$ cat src/rtl/fft_reorder.sv
// Streaming bit-reversal reorder buffer: two ping-pong banks, natural-order output with rdy.
// Optional FFT_REORDER_SOF_EN adds sof_a to restart the current write frame.
module fft_reorder #(
   parameter int unsigned LOG2N = 6,
   parameter int unsigned WIDTH = 11
) (
   input  logic             CLK,
   input  logic             RST,
   input  logic             valid_a,
`ifdef FFT_REORDER_SOF_EN
   input  logic             sof_a,
`endif
   input  logic [WIDTH-1:0] ar,
   input  logic [WIDTH-1:0] ai,
   input  logic             rdy,
   output logic             valid_o,
   output logic [WIDTH-1:0] xr,
   output logic [WIDTH-1:0] xi,
   output logic [LOG2N-1:0] idx,
   output logic             sof_o,
   output logic             ovf
);

   localparam int unsigned N = 1 << LOG2N;

   typedef enum logic [1:0] {StEmpty, StFilling, StFull, StReading} bank_state_e;

   logic [2*WIDTH-1:0] mem [2*N];
   bank_state_e        bank_q [2];
   logic               wbank_q;
   logic               rbank_q;
   logic [LOG2N-1:0]   wcnt_q;
   logic [LOG2N-1:0]   raddr_q;

   logic               issue;
   logic               last_issue;
   logic               can_write;
   logic               do_write;
   logic               sof_restart;
   logic [LOG2N-1:0]   wcnt_eff;
   logic [LOG2N-1:0]   waddr;
   logic [2*WIDTH-1:0] rdata;

   function automatic logic [LOG2N-1:0] bitrev(input logic [LOG2N-1:0] a);
      logic [LOG2N-1:0] r;
      for (int i = 0; i < LOG2N; i++) r[i] = a[LOG2N-1-i];
      return r;
   endfunction

   always_comb begin
      issue      = (bank_q[rbank_q] == StReading) && (!valid_o || rdy);
      last_issue = issue && (&raddr_q);
      // The bank being released this cycle is already free for the next frame's first sample.
      can_write  = (bank_q[wbank_q] == StEmpty) || (bank_q[wbank_q] == StFilling) ||
                   (last_issue && (rbank_q == wbank_q));
      do_write   = valid_a && can_write;
`ifdef FFT_REORDER_SOF_EN
      sof_restart = valid_a && sof_a;
`else
      sof_restart = 1'b0;
`endif
      wcnt_eff   = sof_restart ? '0 : wcnt_q;
      waddr      = bitrev(wcnt_eff);
      rdata      = mem[{rbank_q, raddr_q}];
   end

   always_ff @(posedge CLK) begin
      if (RST && do_write) mem[{wbank_q, waddr}] <= {ar, ai};
   end

   always_ff @(posedge CLK) begin
      if (!RST) begin
         bank_q[0] <= StEmpty;
         bank_q[1] <= StEmpty;
         wbank_q   <= 1'b0;
         rbank_q   <= 1'b0;
         wcnt_q    <= '0;
         raddr_q   <= '0;
         valid_o   <= 1'b0;
         xr        <= '0;
         xi        <= '0;
         idx       <= '0;
         sof_o     <= 1'b0;
         ovf       <= 1'b0;
      end else begin
         if (issue) begin
            valid_o  <= 1'b1;
            {xr, xi} <= rdata;
            idx      <= raddr_q;
            sof_o    <= (raddr_q == '0);
            if (&raddr_q) begin
               bank_q[rbank_q] <= StEmpty;
               rbank_q         <= ~rbank_q;
               raddr_q         <= '0;
               if (bank_q[~rbank_q] == StFull) bank_q[~rbank_q] <= StReading;
            end else begin
               raddr_q <= raddr_q + 1'b1;
            end
         end else begin
            if (rdy) begin
               valid_o <= 1'b0;
               sof_o   <= 1'b0;
            end
            if (bank_q[rbank_q] == StFull) bank_q[rbank_q] <= StReading;
         end

         // Write side comes last so a refill of the just-released bank wins over StEmpty.
         ovf <= 1'b0;
         if (valid_a) begin
            if (!can_write) begin
               ovf <= 1'b1;
            end else begin
               ovf <= sof_restart && (wcnt_q != '0);
               if (&wcnt_eff) begin
                  bank_q[wbank_q] <= StFull;
                  wbank_q         <= ~wbank_q;
                  wcnt_q          <= '0;
               end else begin
                  bank_q[wbank_q] <= StFilling;
                  wcnt_q          <= wcnt_eff + 1'b1;
               end
            end
         end
      end
   end

endmodule
$ cat config.mk
export PLATFORM = sky130hd
export DESIGN_NAME = fft_reorder
export DESIGN_NICKNAME = d
export VERILOG_FILES = /design/src/rtl/fft_reorder.sv
export SDC_FILE = /design/constraint.sdc
export NUM_CORES = 2
export LEC_CHECK = 0
export BUFFER_PORTS_ARGS = -buffer_cell sky130_fd_sc_hd__buf_2
export CAP_MARGIN = 20
export CELL_PAD_IN_SITES_DETAIL_PLACEMENT = 0
export CELL_PAD_IN_SITES_GLOBAL_PLACEMENT = 1
export CORE_AREA = 2 2 516 390
export CTS_BUF_LIST = sky130_fd_sc_hd__clkbuf_16
export DETAILED_ROUTE_END_ITERATION = 8
export DIE_AREA = 0 0 518 392
export PLACE_DENSITY = 0.78
export SETUP_SLACK_MARGIN = 0.05
export SLEW_MARGIN = 5
export SYNTH_ARGS = -nofsm -noshare
export SYNTH_HDL_FRONTEND = slang
export SYNTH_SLANG_ARGS = --single-unit
$ cat constraint.sdc
create_clock -name CLK -period 4.9 [get_ports CLK]
set_clock_uncertainty 0.1 [all_clocks]
set_input_delay 0.735 -clock CLK [delete_from_list [all_inputs] [get_ports CLK]]
set_output_delay 0.735 -clock CLK [all_outputs]
set_load 0.02 [all_outputs]
==> run metrics <==
status completed; clk_lat worst skew 0.91 ns; Rel. slew slack 0.164; leakage 38.4 nW; initial core utilization 0.557; Detail Placement HPWL 177 mm; H-tree levels 5; vias in the first global route 53,400; Vias 55,600; largest area contributor in the netlist edfxtp_1; root buf cell clkbuf_16; Post-synth ARST share 0; Crit Path Class reg2reg; antenna violations before repair 21; dpl cell area 0.115 mm2; Die Y 392 um; post-CTS resize count 0; min-delay worst type in2reg; critical path arrival 5.03 ns; count of cell types in the netlist 67; DRC 0; Syn Nets 4,978; Fillers 13,300; FMAX 0.233 GHz; layout cells sized above 1 0.289; largest net degree at the start of global routing 118; Synth Register Bits 2,867; Req. time, crit path 5.65 ns; RSZ-0062 raised after global routing false; Mapped Area 0.110 mm2; clk buf depth 4; horizontal die dimension 518 um; Tot Pwr 50.2 mW; fin nets 5,308; max-cap violations 0; cells taking the most area after synthesis edfxtp_1 (77%), mux4_2 (15%), mux2i_1 (1.7%), dfxtp_1 (0.85%), nand2_1 (0.65%); Port Buffers 56; I/O pins 57; CTS tree yes; Worst Setup End Kind flop; number of synthesized flops with an enable pin 2,820; Top FF cell, synth edfxtp_1; Routability Congestion 0.948; cell area power density 406 mW/mm2; Vias/cell 6.83; routed wire length 300 mm; mean post-synth cell area 22.3 um2; core region area 0.198 mm2; Top Layer Used met5; metal3 WL 42.7 mm; number of DRC markers in iteration 0 9,631; layout overhead on the synthesized area 11.9%; DR WL met2 132 mm; row count 142; grt total ovfl 0; Routed met1 length 115 mm; Sink Count 2,867; Worst setup SP type flop; final setup vio count 0; first-pass GRT wire length 420 mm; Post-Synthesis Cells 4,949; fin area 0.124 mm2; GRT Util Overall 0.297; sequential area share after synthesis 0.775; cts bufs inserted 282; antenna-violating nets left 0; worst-margin pin slew 1.25 ns; min cycle time layout 4.28 ns; CTS clk-pin slew, worst paths 0.06 ns; wire per inst 36.8 um; die area 0.203 mm2; Ys Warns 0; fin. max-slew vios 0; Hold Vio Cnt, Final 0; TritonRoute pass-1 iters 6; Max VDD drop 0.000398 V; fin crit share 0.874; Synth top area share 0.767; total negative setup slack 0 ns; Worst Path Max Fanout 42
[Yosys cell counts (5+ instances only)]
cell type	n
edfxtp_1	2820
mux4_2	721
mux2i_1	193
nand2_1	191
nor2_1	181
clkbuf_1	100
buf_2	66
a21oi_1	48
dfxtp_1	47
buf_6	44
nand3_1	43
buf_4	39
o21ai_0	35
o22ai_1	31
o221ai_1	29
buf_1	27
a31oi_1	26
a221oi_1	22
nor3_1	21
a22oi_1	18
and3_1	18
nor2b_1	17
nand4_1	16
mux2_2	14
a211oi_1	13
a2111oi_0	12
and2_1	11
a311oi_1	10
a221o_1	9
a22o_1	9
nand2b_1	9
a32oi_1	7
inv_1	7
nor4_1	7
o31ai_1	7
o2111ai_1	6
o311ai_0	6
xnor2_1	6
a211o_1	5
[critical path, stage by stage (launching register included)]
cell      delay (ns)
dfxtp_4         0.57
buf_4           0.66
inv_4           0.35
buf_4           0.37
buf_4           0.26
and3_1          0.22
a311o_1         0.51
a311oi_1        0.92
a211o_1         0.18
[layer usage]
layer  up-vias  global-route usage
met1     29500               0.443
met5         -                   0
li1      21600                   -
met3       564              0.0935
met2      3934               0.427
met4         8              0.0893
[where the power goes]
group,switching (mW),leakage [nW],internal (mW)
Clock,8.88,4.40,11.5
Combinational,1.68,8.23,1.11
Sequential,0.0706,25.7,27.0
Total,10.6,38.4,39.6
[repair_timing]
action,CTS,global route
buffers inserted,0,0
hold endpoints to repair,1,0
hold buffers,1,0
[per-stage QoR]
step / instances / hold slack (ns) / setup WS [ns] / util
final: 8143 / 0.155 / 0.617 / 0.623
after global routing: 8138 / 0.114 / 0.618 / 0.623
after CTS: 8136 / 0.107 / 0.724 / 0.623
after detailed placement: 7657 / 0.344 / 0.745 / 0.580
after global placement: 7655 / 0.343 / 0.751 / 0.580
after floorplan: 4949 / 0.387 / 1.09 / -
[registers in the layout (all words and copies together), names as in the netlist, 4 cells and up, named ones only]
signal,flops
bank_q,4
wcnt_eff,6
idx,6
mem,2816
xr,11
raddr_q,6
xi,11
[kinds of logic (layout without fill, tap and decap cells)]
logic type                 after synthesis  after routing  synth area share
DFF                                   2867           2867             0.775
other                                    0              6                 0
buffers and inverters                  291            815            0.0154
muxes                                  928            928             0.166
AOI/OAI and AO/OA                      325            325            0.0213
xor gates and xnor gates                 7              7          0.000555
and+or+nand+nor                        528            528            0.0209
adders and majority gates                3              3          0.000340
[cell usage in the layout, fill, tap and decap left out, drive strengths merged, types with 9 or more instances in the layout]
cell type	n
o22ai	31
nand2	191
clkinv	104
a31oi	26
buf	325
mux2i	193
o221ai	29
and2	11
nor3	21
inv	73
mux2	14
a221o	9
o21ai	37
nand2b	9
mux4	721
a21oi	48
a2111oi	13
edfxtp	2820
a22oi	18
clkbuf	289
nor2b	17
a22o	9
dfxtp	47
a311oi	10
nand3	43
bufinv	16
nand4	16
and3	18
a211oi	13
a221oi	22
nor2	181
[path summary, 6_finish.rpt]
path / start / endpoint / slack [ns] / cells after the start
min: ar[1] / mem[32][12] / 0.15 / 1
min reg2reg: idx[1] / idx[1] / 0.35 / 2
max: raddr_q[3] / xr[6] / 0.62 / 8
max reg2reg: raddr_q[3] / xr[6] / 0.62 / 8
[area by class of cell]
| class | count | area [um2] | share of cell area |
|---|---|---|---|
| diodes | 6 | 15.0 | 0.000121 |
| clock buffers | 289 | 7230 | 0.0585 |
| clock inverters | 189 | 1260 | 0.0102 |
| inverters | 11 | 55.1 | 0.000445 |
| multi-input cells | 1791 | 23500 | 0.190 |
| flip-flops and latches | 2867 | 85600 | 0.693 |
| well taps | 2664 | 3330 | 0.0270 |
| repair buffers | 326 | 2620 | 0.0212 |
Power figures use the tool's default switching activity.
